===== config.mk =====
export PLATFORM = sky130hd
export DESIGN_NAME = seq_mult_param
export DESIGN_NICKNAME = d
export VERILOG_FILES = /design/src/rtl/seq_mult_pkg.sv /design/src/rtl/seq_mult_datapath.sv /design/src/rtl/seq_mult_param.sv
export SDC_FILE = /design/constraint.sdc
export NUM_CORES = 1
export LEC_CHECK = 0
export ABC_CLOCK_PERIOD_IN_PS = 5300
export CAP_MARGIN = 20
export CORE_UTILIZATION = 54
export DETAILED_ROUTE_END_ITERATION = 8
export PLACE_DENSITY = 0.86
export REMOVE_ABC_BUFFERS = 1
export SYNTH_ARGS = -nofsm -noshare
export SYNTH_HDL_FRONTEND = slang
export SYNTH_SLANG_ARGS = --single-unit

===== constraint.sdc =====
create_clock -name i_clk -period 5.3 [get_ports i_clk]
set_clock_uncertainty 0.2 [all_clocks]
set_input_delay 1.06 -clock i_clk [delete_from_list [all_inputs] [get_ports i_clk]]
set_output_delay 1.06 -clock i_clk [all_outputs]
set_load 0.01 [all_outputs]

===== src/rtl/seq_mult_pkg.sv =====
// Shared types and helpers for the sequential shift-and-add multiplier.
package seq_mult_pkg;

   typedef enum logic [1:0] {
      StIdle,
      StCalc,
      StFix,
      StDone
   } seq_mult_state_e;

   // Counter width able to hold the step count 0..w.
   function automatic int unsigned cnt_w(input int unsigned w);
      return $clog2(w + 1);
   endfunction

endpackage


===== src/rtl/seq_mult_datapath.sv =====
// Operand registers, W+1-bit adder, A/Q/R shift chain and final align/negate
// for the sequential multiplier. Control comes from seq_mult_param.
module seq_mult_datapath
   import seq_mult_pkg::*;
#(
   parameter int unsigned W = 32
) (
   input  logic                   i_clk,
   input  logic                   i_rst_n,
   input  logic                   i_load,
   input  logic                   i_step,
   input  logic                   i_signed,
   input  logic [W-1:0]           i_a,
   input  logic [W-1:0]           i_b,
   input  logic [cnt_w(W)-1:0]    i_steps,
   output logic                   o_r_done,
   output logic [2*W-1:0]         o_product
);

   localparam int unsigned CntW = cnt_w(W);

   logic [W:0]     a_q;
   logic [W-1:0]   q_q;
   logic [W-1:0]   m_q;
   logic [W-1:0]   r_q;
   logic           neg_q;

   logic [W-1:0]   a_mag;
   logic [W-1:0]   b_mag;
   logic [W:0]     sum;
   logic [CntW-1:0] shamt;
   logic [2*W-1:0] aligned;

   // The most-negative operand negates to itself, which reads correctly as unsigned.
   always_comb begin
      a_mag = (i_signed && i_a[W-1]) ? -i_a : i_a;
      b_mag = (i_signed && i_b[W-1]) ? -i_b : i_b;
   end

   always_comb begin
      sum = a_q + {1'b0, m_q & {W{q_q[0]}}};
   end

   always_ff @(posedge i_clk or negedge i_rst_n) begin
      if (!i_rst_n) begin
         a_q   <= '0;
         q_q   <= '0;
         m_q   <= '0;
         r_q   <= '0;
         neg_q <= 1'b0;
      end else if (i_load) begin
         a_q   <= '0;
         q_q   <= b_mag;
         m_q   <= a_mag;
         r_q   <= b_mag;
         neg_q <= i_signed & (i_a[W-1] ^ i_b[W-1]);
      end else if (i_step) begin
         a_q <= {1'b0, sum[W:1]};
         q_q <= {sum[0], q_q[W-1:1]};
         r_q <= {1'b0, r_q[W-1:1]};
      end
   end

   // R tracks the unconsumed multiplier bits; this step is the last useful one
   // when nothing remains above the bit being consumed now.
   assign o_r_done = (r_q[W-1:1] == '0);

   // After k steps the partial product sits k bits below the top of {A,Q}.
   always_comb begin
      shamt     = CntW'(W) - i_steps;
      aligned   = {a_q[W-1:0], q_q} >> shamt;
      o_product = neg_q ? -aligned : aligned;
   end

endmodule


===== src/rtl/seq_mult_param.sv =====
// Sequential shift-and-add multiplier with valid/ready on both sides, per-pair
// signed/unsigned mode, abort and optional early termination.
module seq_mult_param
   import seq_mult_pkg::*;
#(
   parameter int unsigned W          = 32,
   parameter bit          EARLY_EXIT = 1'b0
) (
   input  logic           i_clk,
   input  logic           i_rst_n,
   input  logic           i_valid,
   output logic           o_ready,
   input  logic           i_signed,
   input  logic [W-1:0]   i_a,
   input  logic [W-1:0]   i_b,
   input  logic           i_abort,
   output logic           o_valid,
   input  logic           i_ready,
   output logic [2*W-1:0] o_result,
   output logic           o_busy
);

   localparam int unsigned CntW = cnt_w(W);

   seq_mult_state_e state_q;
   logic [CntW-1:0] cnt_q;
   logic            valid_q;
   logic [2*W-1:0]  result_q;
   logic            busy_q;

   logic            accept;
   logic            step;
   logic            last_step;
   logic            r_done;
   logic [2*W-1:0]  product;

   assign accept    = (state_q == StIdle) && i_valid;
   assign step      = (state_q == StCalc) && !i_abort;
   assign last_step = (cnt_q == CntW'(W - 1)) || (EARLY_EXIT && r_done);

   seq_mult_datapath #(
      .W(W)
   ) u_datapath (
      .i_clk     (i_clk),
      .i_rst_n   (i_rst_n),
      .i_load    (accept),
      .i_step    (step),
      .i_signed  (i_signed),
      .i_a       (i_a),
      .i_b       (i_b),
      .i_steps   (cnt_q),
      .o_r_done  (r_done),
      .o_product (product)
   );

   always_ff @(posedge i_clk or negedge i_rst_n) begin
      if (!i_rst_n) begin
         state_q  <= StIdle;
         cnt_q    <= '0;
         valid_q  <= 1'b0;
         result_q <= '0;
         busy_q   <= 1'b0;
      end else begin
         unique case (state_q)
            StIdle: begin
               // A coincident abort is ignored here, so the accept wins.
               if (i_valid) begin
                  state_q <= StCalc;
                  cnt_q   <= '0;
                  busy_q  <= 1'b1;
               end
            end
            StCalc: begin
               if (i_abort) begin
                  state_q <= StIdle;
                  busy_q  <= 1'b0;
               end else begin
                  cnt_q <= cnt_q + CntW'(1);
                  if (last_step) begin
                     state_q <= StFix;
                  end
               end
            end
            StFix: begin
               if (i_abort) begin
                  state_q <= StIdle;
                  busy_q  <= 1'b0;
               end else begin
                  result_q <= product;
                  valid_q  <= 1'b1;
                  busy_q   <= 1'b0;
                  state_q  <= StDone;
               end
            end
            StDone: begin
               if (i_ready) begin
                  valid_q <= 1'b0;
                  state_q <= StIdle;
               end
            end
            default: begin
               state_q <= StIdle;
               busy_q  <= 1'b0;
               valid_q <= 1'b0;
            end
         endcase
      end
   end

   // Gated by reset so the upstream stage never sees ready while held in reset.
   assign o_ready  = i_rst_n && (state_q == StIdle);
   assign o_valid  = valid_q;
   assign o_result = result_q;
   assign o_busy   = busy_q;

endmodule


== Word-level counts from Yosys, hierarchy flattened ==
Index checks and enable logic that the tools add are counted.

* Register bits: 172
* Bits of input ports: 70
* Output and inout port bits: 67
* Word-level logic and storage cells: 68

* $add $sub $neg: 6
* Equality and inequality tests: 10
* Shift operators: 1
* Muxes and demuxes: 22
* Bitwise operators: 4
* Reduce and logical (&&, ||, !) cells: 16

{| class="wikitable"
|+ Operators by type and width
! kind !! count
|-
| $mux W32 || 4
|-
| $mux W33 || 2
|-
| $mux W64 || 1
|-
| $neg A32 Y32 || 2
|-
| $neg A64 Y64 || 1
|-
| $shr A64 B6 Y64 || 1
|-
| $add A33 B32 Y33 || 1
|-
| $and A32 B32 Y32 || 1
|-
| $mux W6 || 2
|-
| $pmux W6 S2 || 1
|-
| $reduce_and A3 Y1 || 4
|-
| $mux W2 || 5
|-
| $ne A2 B2 Y1 const B || 5
|-
| $pmux W2 S4 || 1
|-
| $add A6 B1 Y6 const B || 1
|-
| $eq A6 B5 Y1 const B || 1
|-
| $reduce_bool A2 Y1 || 3
|-
| $sub A6 B6 Y6 const A || 1
|-
| $logic_and A1 B1 Y1 || 5
|-
| $eq A2 B2 Y1 const B || 2
|-
| $mux W1 || 4
|-
| $ne A3 B3 Y1 const B || 1
|-
| $pmux W1 S3 || 1
|-
| $reduce_bool A3 Y1 || 1
|-
| 8 further kinds || 8
|}

== Logic depth before layout (Yosys ltp) ==
Gate-level depths: netlist of run 1.

* Word-level depth: 4
* Mapped depth: 27
* Gate-level depth less buffers: 16

== Hierarchy ==
From an unflattened synthesis of run 1, not the netlist that was laid out.

* Cell total of the unflattened synthesis: 2,045
* Area total of the unflattened synthesis: 18,931.9 sq um

{| class="wikitable"
|+ Modules (own cells, without submodules)
! module !! instances !! cells each !! area each (sq um) !! seq. area each (sq um)
|-
| seq_mult_datapath || 1 || 1,844 || 15,787.6 || 3,203.1
|-
| seq_mult_param || 1 || 201 || 3,144.3 || 1,851.8
|}

== Worst setup path after synthesis of run 1 ==
Ideal clock, no wire load.

* Path type: flip-flop to flip-flop
* Start point: register cnt_q[0]
* End point: register result_q[54], in the netlist o_result[54]
* Setup time: 0.130 ns
* Arrival: 5.356 ns
* Data required time: 4.970 ns
* Path slack: -0.386 ns
* Cell stages (with the launch flop): 28
* Buffers on the path: 11
* Clock period less this slack: 5.686 ns
* Cells stage by stage: dfrtp_1 > buf_6 > buf_12 > buf_6 > buf_6 > buf_2 > inv_1 > ha_1 > buf_2 > buf_2 > buf_2 > buf_2 > buf_2 > mux4_2 > mux2i_1 > mux2i_1 > mux2i_1 > mux2i_1 > inv_1 > ha_1 > inv_1 > a211oi_1 > and2_1 > or3b_1 > buf_6 > o41ai_4 > xnor2_1 > o21ai_1

* Cells in the longest elaborated chain, start to end: 4

{| class="wikitable"
|+ Ends and longest elaborated chain
! element !! line !! RTL
|-
| start: declaration || seq_mult_param.sv:26 || <nowiki>logic [CntW-1:0] cnt_q;</nowiki>
|-
| start signal: assignment || seq_mult_param.sv:78 || <nowiki>cnt_q <= cnt_q + CntW'(1);</nowiki>
|-
| $sub A6 B6 Y6 * || seq_mult_datapath.sv:70 || <nowiki>shamt = CntW'(W) - i_steps;</nowiki>
|-
| $shr A64 B6 Y64 * || seq_mult_datapath.sv:71 || <nowiki>aligned = {a_q[W-1:0], q_q} >> shamt;</nowiki>
|-
| $neg A64 Y64 || seq_mult_datapath.sv:72 || <nowiki>o_product = neg_q ? -aligned : aligned;</nowiki>
|-
| $mux W64 * || seq_mult_datapath.sv:72 ||
|-
| end signal: assignment || seq_mult_param.sv:89 || <nowiki>result_q <= product;</nowiki>
|-
| end: declaration || seq_mult_param.sv:28 || <nowiki>logic [2*W-1:0] result_q;</nowiki>
|}

Mark *: on every way between the ends. The rest lies on a longest branch, timed or not.
A chain may end at the register's enable or synchronous reset.

== Worst setup path after layout of run 1 ==
* Start point: register cnt_q[0]
* End point: register result_q[55], in the netlist o_result[55]

The elaborated chain is that of the path after synthesis.

==> results by stage, run 1 <==
Yosys:
- The cell taking the most area after synthesis is sky130_fd_sc_hd__dfrtp_1.
- The async set-reset flop share out of synthesis is 1.00.
- Sorting the synthesized cells by area gives the leading types as sky130_fd_sc_hd__dfrtp_1 (26%), sky130_fd_sc_hd__mux4_2 (9.3%), sky130_fd_sc_hd__nand2_1 (7.5%), sky130_fd_sc_hd__mux2i_1 (4.6%), sky130_fd_sc_hd__xnor2_1 (4.5%).
- The post-synthesis mux area share is 0.152.
- The top flip-flop cell by instance count after synthesis is sky130_fd_sc_hd__dfrtp_1.
- The fraction of the mapped netlist area in compound gates came to 0.202.
- The share of synthesized area in the top cell type comes to 0.264.
- The average instance area after synthesis is 8.36 um^2.
- The count of synthesis-stage warnings from yosys is 0.
- The number of synthesized flops with an enable pin is 0.
- Of the synthesized area, sequential elements account for 0.264.
- Of the total synthesized cell area, the portion taken by full adders, half adders and majority gates is 0.0344.
- Of the total synthesized cell area, the portion taken by XOR and XNOR cells is 0.0756.
- The dominant combinational cell family by area after synthesis is simple AND/OR/NAND/NOR gates.
- After synthesis, the netlist uses 96 different library cells.
- Counting flops and latches in the post-synthesis netlist gives 171.
- The combined area of all synthesized cells is 0.0162 mm^2.
- Of the total synthesized cell area, the portion taken by AND, OR, NAND and NOR gates is 0.222.
- After technology mapping, the gate count stands at 1939.

Timing:
- The shortest period the worst path allows is 5.12 ns.
- The worst-case headroom to the max-slew limit is 0.317.
- Setup violations remaining at the end of the flow were counted as 0.
- The final number of max-transition violations is 0.
- The worst hold margin is 0.229 ns.
- At the pin with the least slew margin, the transition time is 0.995 ns.
- The final hold violation count came to 0.
- The maximum achievable frequency is 0.195 GHz.
- Setup repair after global routing left no endpoint under its margin.
- Of the available clock period, the critical path in the final layout requires 0.967.

CTS:
- The number of buffers added to fix hold violations after cts is 0.
- The buffer levels on the longest clock path is 2.
- The clock insertion delay at the later pin of the skew report is 0.46 ns.
- The CTS tree is yes.
- The post-CTS clock slew at the launch and capture registers of the worst setup and hold paths is 0.07 ns.
- The total CTS buffers is 17.
- The tree built by TritonCTS fans out to 171 sinks.
- The H-tree depth is 4.
- CTS placed an instance of sky130_fd_sc_hd__clkbuf_16 at the clock tree root.

Setup path:
- STA classifies the critical path startpoint as a register.
- The required time at the endpoint of the critical path is 5.40 ns.
- For the worst setup path, the data arrival time is 5.22 ns.
- The highest net fanout along the worst path is 71.
- STA classifies the critical path endpoint as a register.
- The setup path with the least slack is of type reg2reg.

Floorplanning:
- The overall die area is 0.0307 mm^2.
- The die span in y is 175 um.
- The floorplan has 63 rows.
- The initial utilization of the core area, before any placement, comes to 0.549.
- During I/O placement, the number of pins put on the boundary was 137.
- The horizontal die dimension is 175 um.
- In this run the standard cell core region covers 0.0296 mm^2.

Flow run:
- The number of max-capacitance violations reported is 0.

Drt:
- The final wirelength is 55600 um.
- In this run, the number of DRC markers left after iteration 0 of detailed routing was 1765.
- The routed via count divided by cell count is 6.51.
- The remaining number of nets flagged by the antenna check after routing is 0.
- The first TritonRoute pass finished after 6 iterations.
- The final route contains 16400 vias.
- In the final routed layout, each cell accounts on average for 22.1 um.
- The number of remaining DRC errors is 0.

Placed design:
- Routability-driven placement finished with a final weighted congestion of 1.05.
- The number of port buffers is 136.
- The HPWL after detailed placement is 42800 um.

Global routing:
- The number of antenna violations at the first check in global routing is 0.
- Entering global routing, the biggest net connects 98 pins.
- The global router's overall resource usage is 0.367.
- The final global-route overflow total is 0.
- The number of global-route vias before repair is 15500.
- The wire length of the first global-routing pass is 87800 um.

Finish:
- The share of final-layout standard cells stronger than drive strength 1 is 0.148.
- The number of filler instances in the final layout is 2408.
- For this run, the post-layout net count is 2226.
- The library cell used most frequently in the layout, excluding fill and tap cells, is sky130_fd_sc_hd__nand2_1.
- Compared with the post-synthesis result, the final layout area differs by 19.1%.
- The antenna diode instance count is 0.
- The library cells used most frequently in the layout, excluding fill and tap cells, are sky130_fd_sc_hd__nand2_1 (321), sky130_fd_sc_hd__dfrtp_1 (170), sky130_fd_sc_hd__buf_4 (148).

Status:
- The run finished with clean final reports.

Hold path:
- The classification of the worst-slack hold path is in2async.
==> synth_stat cells, drive strengths merged (6+ instances only) <==
cell	count
nor4	20
o41ai	15
nand2	323
or4	9
a22o	10
nor3b	9
or2	6
dfrtp	171
inv	31
nand4	23
nor3	51
mux2i	74
o21a	8
o22ai	9
o31ai	30
o211ai	10
clkbuf	76
nor2	139
or3	19
ha	43
nand2b	18
o21ai	153
and3	7
xor2	56
and2	49
mux4	67
o21bai	6
nand3	60
mux2	19
a21oi	97
a211oi	24
xnor2	84
a21o	24
nor2b	6
a31oi	48
o2111ai	6
buf	60
==> cells by family (layout without fill, tap and decap cells) <==
logic type / after synthesis / after routing
xor+xnor: 140 / 140
fa+ha+maj: 44 / 44
mux: 160 / 160
buf+inv: 167 / 352
simple gates: 759 / 759
compound gates: 498 / 498
flops: 171 / 171
==> sequential cells by signal, summed over array words and instances (netlist names) <==
name              flops
state_q               2
u_datapath.neg_q      1
o_busy                1
o_result             64
u_datapath.a_q       32
cnt_q                 6
u_datapath.m_q       32
o_valid               1
u_datapath.q_q       32
==> final cells by class <==
type	count	area (um^2)	area share
multi-input cells	1601	11200	0.582
flip-flops and latches	171	4280	0.222
repair buffers	290	2580	0.134
well taps	390	488	0.0253
clock buffers	17	425	0.0220
clock inverters	14	184	0.00952
inverters	31	116	0.00602
==> through the flow <==
stage	cell area [um^2]	setup TNS [ns]	util	setup WS, ns	cells
2_1_floorplan	15500	-314.49	-	-5.41	1803
3_3_place_gp	18700	0	0.631	0.170	2479
3_5_place_dp	18700	0	0.631	0.112	2479
4_1_cts	19300	0	0.652	0.0535	2510
5_1_grt	19300	0	0.654	0.00537	2514
6_report	19300	0	0.654	0.176	2514
==> metal layers <==
metal,part of all wire,up-vias,global-route usage
met5,0,-,0
met4,0.051,0,0.181
met3,0.067,179,0.0509
met2,0.48,864,0.609
met1,0.40,7870,0.471
li1,-,7462,-
==> timing repair <==
action / in CTS / in global routing
gates resized for setup: 0 / 2
buffers inserted: 0 / 4
setup endpoints to repair: 0 / 36
endpoints found under the hold margin: 0 / 0
==> path summary, 6_finish.rpt <==
check                                        start                 end  slack (ns)  depth (start not counted)
worst min-delay path                       i_rst_n        o_result[50]        0.23                          1
worst max register to register            cnt_q[0]        o_result[55]        0.18                         14
max in group asynchronous                  i_rst_n   u_datapath.q_q[1]        3.41                          3
worst min register to register  u_datapath.m_q[21]  u_datapath.m_q[21]        0.27                          2
min in group i_clk              u_datapath.m_q[21]  u_datapath.m_q[21]        0.27                          2
worst max-delay path                      cnt_q[0]        o_result[55]        0.18                         14
==> critical path: stages, from the launching register on <==
cell	delay, ns
sky130_fd_sc_hd__dfrtp_4	0.50
sky130_fd_sc_hd__buf_12	0.24
sky130_fd_sc_hd__o31ai_4	0.48
sky130_fd_sc_hd__nand2_4	0.33
sky130_fd_sc_hd__buf_4	0.31
sky130_fd_sc_hd__mux4_2	0.37
sky130_fd_sc_hd__a211oi_2	0.36
sky130_fd_sc_hd__nand4_1	0.14
sky130_fd_sc_hd__a211oi_1	0.49
sky130_fd_sc_hd__nand4b_1	0.22
sky130_fd_sc_hd__nand4bb_1	0.22
sky130_fd_sc_hd__buf_4	0.22
sky130_fd_sc_hd__o41ai_1	0.55
sky130_fd_sc_hd__xnor2_1	0.21
sky130_fd_sc_hd__o21ai_0	0.11
Power of run 1 is left out: the tool's default activity adds up to more than one toggle a clock period on the data nets, which glitch-free logic cannot reach.
==> inputs of run 2 (changes only) <==
--- a/config.mk
+++ b/config.mk
@@ -5,11 +5,11 @@
 export SDC_FILE = /design/constraint.sdc
 export NUM_CORES = 1
 export LEC_CHECK = 0
-export ABC_CLOCK_PERIOD_IN_PS = 5300
+export ABC_CLOCK_PERIOD_IN_PS = 6500
 export CAP_MARGIN = 20
-export CORE_UTILIZATION = 54
+export CORE_UTILIZATION = 30
 export DETAILED_ROUTE_END_ITERATION = 8
-export PLACE_DENSITY = 0.86
+export PLACE_DENSITY = 0.55
 export REMOVE_ABC_BUFFERS = 1
 export SYNTH_ARGS = -nofsm -noshare
 export SYNTH_HDL_FRONTEND = slang
==> constraint.sdc (replaced) <==
create_clock -name i_clk -period 6.5 [get_ports i_clk]
set_clock_uncertainty 0.2 [all_clocks]
set_input_delay 1.3 -clock i_clk [delete_from_list [all_inputs] [get_ports i_clk]]
set_output_delay 1.3 -clock i_clk [all_outputs]
set_load 0.01 [all_outputs]
==> results by stage, run 2 (synthesized netlist as in run 1, its figures left out) <==
Timing:
- The count of endpoints failing setup in the final report is 0 (unchanged).
- The slew of the pin with the lowest slew margin is 1.12 ns (+0.120 ns).
- Setup repair after global routing left no endpoint under its margin.
- The final number of max-transition violations is 0 (unchanged).
- The maximum achievable frequency was 0.165 GHz (-15%).
- The final hold violation count is 0 (unchanged).
- The worst-case headroom to the max-slew limit came to 0.255 (-0.0619).
- The shortest period the worst path allows is 6.06 ns (+0.937 ns).
- The final critical-path share of the clock period is 0.932 (-0.0343).

Hold path:
- The tightest min-delay check is of the reg2reg type.
- The worst hold path stage count is 2.
- The path with the worst hold slack has its endpoint at u_datapath.m_q[21].
- The startpoint identified for the worst hold timing path is u_datapath.m_q[21].

CTS:
- The clock sink count is 171 (unchanged).
- The CTS tree is yes.
- The total CTS buffers is 17 (unchanged).
- The number of buffers added to fix hold violations after cts is 0 (unchanged).
- The number of buffers inserted by post-CTS setup repair came to 0 (unchanged).
- The post-CTS clock slew at the launch and capture registers of the worst setup and hold paths was 0.08 ns (about the same).
- The buffer levels on the longest clock path came to 2 (unchanged).
- The number of instances resized during post-cts repair was 0 (unchanged).
- The clock insertion delay at the later pin of the skew report is 0.48 ns (+0.02 ns).
- The root buffer cell is sky130_fd_sc_hd__clkbuf_16.
- The H-tree depth is 4 (unchanged).

Global routing:
- The final global-route overflow total is 0 (unchanged).
- The global router's overall resource usage is 0.205 (-0.162).
- The number of global-route vias before repair came to 14400 (-7.0%).
- The number of antenna violations at the first check in global routing is 0 (unchanged).
- The largest net degree at the start of global routing was 81 (-17%).
- The wire length of the first global-routing pass was 86500 um (-1.5%).

Setup path:
- The cell with the largest stage delay on the worst path is sky130_fd_sc_hd__ha_2.
- The data arrival time of the critical path came to 6.21 ns (+0.99 ns).
- The category of the most critical setup path is reg2reg.
- The startpoint of the worst register-to-register path is cnt_q[1].
- The setup slack of the worst register-to-register path is 0.44 ns (+0.26 ns).
- The endpoint identified for the worst register-to-register timing path is o_result[55].
- The category of the worst setup path launch point is a register.
- The required time at the endpoint of the critical path is 6.65 ns (+1.25 ns).
- The count of cells along the worst register-to-register path was 14 (unchanged).
- Traced cell by cell, the critical path runs through inv_1 > ha_2 > buf_4 > mux4_2 > mux2i_1 > o22ai_1 > a211oi_1 > nand4_1 > nor4b_1 > nand4bb_1 > buf_4 > o41ai_1 > xnor2_1 > o21ai_0.
- The biggest cell delay along the critical path came to 0.86 ns (+0.31 ns).
- The highest net fanout along the worst path is 39 (-45%).
- Tracing the worst setup path back leads to its startpoint at cnt_q[1].
- STA classifies the critical path endpoint as a register.
- Among the stages of the critical path, the cell type that occurs most often is sky130_fd_sc_hd__buf_4.

Finish:
- The library cells used most frequently in the layout, excluding fill and tap cells, are sky130_fd_sc_hd__nand2_1 (321), sky130_fd_sc_hd__dfrtp_1 (169), sky130_fd_sc_hd__o21ai_0 (145).
- The area growth from synthesis to final layout is 15.8%.
- The final core utilization came to 0.354 (-0.299).
- The area used by multi-input combinational logic is 0.0112 mm^2 (-0.23%).
- The final-stage net count is 2119 (-4.8%).
- The combined flip-flop and latch cell area is 0.00428 mm^2 (about the same).
- The number of flip-flops in the largest register is 64 (unchanged).
- The number of filler instances in the final layout came to 5503 (+130%).
- The share of final-layout standard cells stronger than drive strength 1 was 0.104 (-0.0447).
- The area of all placed cells without fillers was 0.0188 mm^2 (-2.8%).
- Leaving out fill and tap cells, the most frequent cell in the layout is sky130_fd_sc_hd__nand2_1.
- The antenna diode instance count came to 0 (unchanged).

Placed design:
- The HPWL after detailed placement came to 43600 um (+1.8%).
- The total cell area at the placement stage is 0.0182 mm^2 (-2.3%).
- The final weighted congestion of routability-driven global placement is 0.991 (-5.9%).
- The number of port buffers is 136 (unchanged).

Status:
- The flow ran to the end, and the final reports show no timing, DRC or antenna violations.

Drt:
- The final routed wire length divided by cell count came to 20.5 um (-7.1%).
- The routed via count divided by cell count is 5.54 (-15%).
- The remaining number of nets flagged by the antenna check after routing is 0 (unchanged).
- The final wirelength is 55600 um (about the same).
- The number of remaining DRC errors is 0 (unchanged).
- The iteration count of the initial detailed-routing pass is 6 (unchanged).
- The total via count in the routed design is 15000 (-8.4%).
- The count of routing violations after the opening detailed-route iteration is 1388 (-21%).

Floorplanning:
- The number of placed I/O pins came to 137 (unchanged).
- The starting utilization of the core area is 0.306 (-0.243).
- The die span in y was 235 um (+34%).
- The core area is 0.0530 mm^2 (+79%).
- The total number of placement rows came to 84 (+33%).
- The overall die area is 0.0550 mm^2 (+79%).
- The horizontal die dimension is 235 um (+34%).

Flow run:
- The number of max-capacitance violations reported is 0 (unchanged).
run 2: changes by cell type in the layout (fill, tap and decap cells not counted), moves of 2 or more:
cell                         previous run  this run
sky130_fd_sc_hd__buf_4                148        44
sky130_fd_sc_hd__bufinv_16              3         0
sky130_fd_sc_hd__clkinv_2               1         3
sky130_fd_sc_hd__clkinvlp_4             3         1
sky130_fd_sc_hd__inv_6                  4         8
sky130_fd_sc_hd__buf_12                 5         3
run 2: per-layer routing:
metal	share of wire	GRT usage	vias to the layer above
li1	-	-	7248
met1	0.45	0.275	7179
met2	0.46	0.324	471
met3	0.053	0.0342	95
met4	0.035	0.0865	0
met5	0	0	-
run 2: per-stage QoR:
stage	TNS, ns	setup slack, ns	hold slack [ns]	cells
6_report	0	0.439	0.273	2706
4_1_cts	0	0.557	0.281	2706
3_5_place_dp	0	0.586	0.264	2674
3_3_place_gp	0	0.601	0.253	2674
5_1_grt	0	0.0262	0.301	2706
2_1_floorplan	-237.69	-4.21	0.238	1803
run 2: how the worst max path moves through the flow:
stage                         to  slack, ns  depth (start not counted)
finish              o_result[55]       0.44                         14
global route        o_result[55]       0.03                         14
CTS                 o_result[55]       0.56                         15
detailed placement  o_result[55]       0.59                         15
global placement    o_result[55]       0.60                         15
floorplan           o_result[54]      -4.21                         13
run 2: final cells by class:
cell class                 count  share of cell area
multi-input combinational   1601               0.597
sequential                   171               0.228
timing repair buffer         183              0.0934
tap                          688              0.0458
clock buffer                  17              0.0227
clock inverter                15             0.00673
inverter                      31             0.00620
run 2: worst max-delay path, delay by kind of cell (launching register included):
| kind | cells | cell delay (ns) |
|---|---|---|
| fa+ha+maj | 1 | 0.86 |
| buf+inv | 3 | 0.80 |
| flops | 1 | 0.55 |
| mux | 2 | 0.80 |
| xor+xnor | 1 | 0.19 |
| simple gates | 3 | 1.14 |
| compound gates | 4 | 1.37 |
Power of run 2 is left out for the same reason.
==> inputs of run 3 (changes only) <==
--- a/config.mk
+++ b/config.mk
@@ -9,6 +9,7 @@
 export CAP_MARGIN = 20
 export CORE_UTILIZATION = 30
 export DETAILED_ROUTE_END_ITERATION = 8
+export HOLD_SLACK_MARGIN = 0.06
 export PLACE_DENSITY = 0.55
 export REMOVE_ABC_BUFFERS = 1
 export SYNTH_ARGS = -nofsm -noshare
==> results of run 3 <==
Same layout as run 2: the final DEF is identical, and so are final timing and power.
Power of run 3 is left out for the same reason.
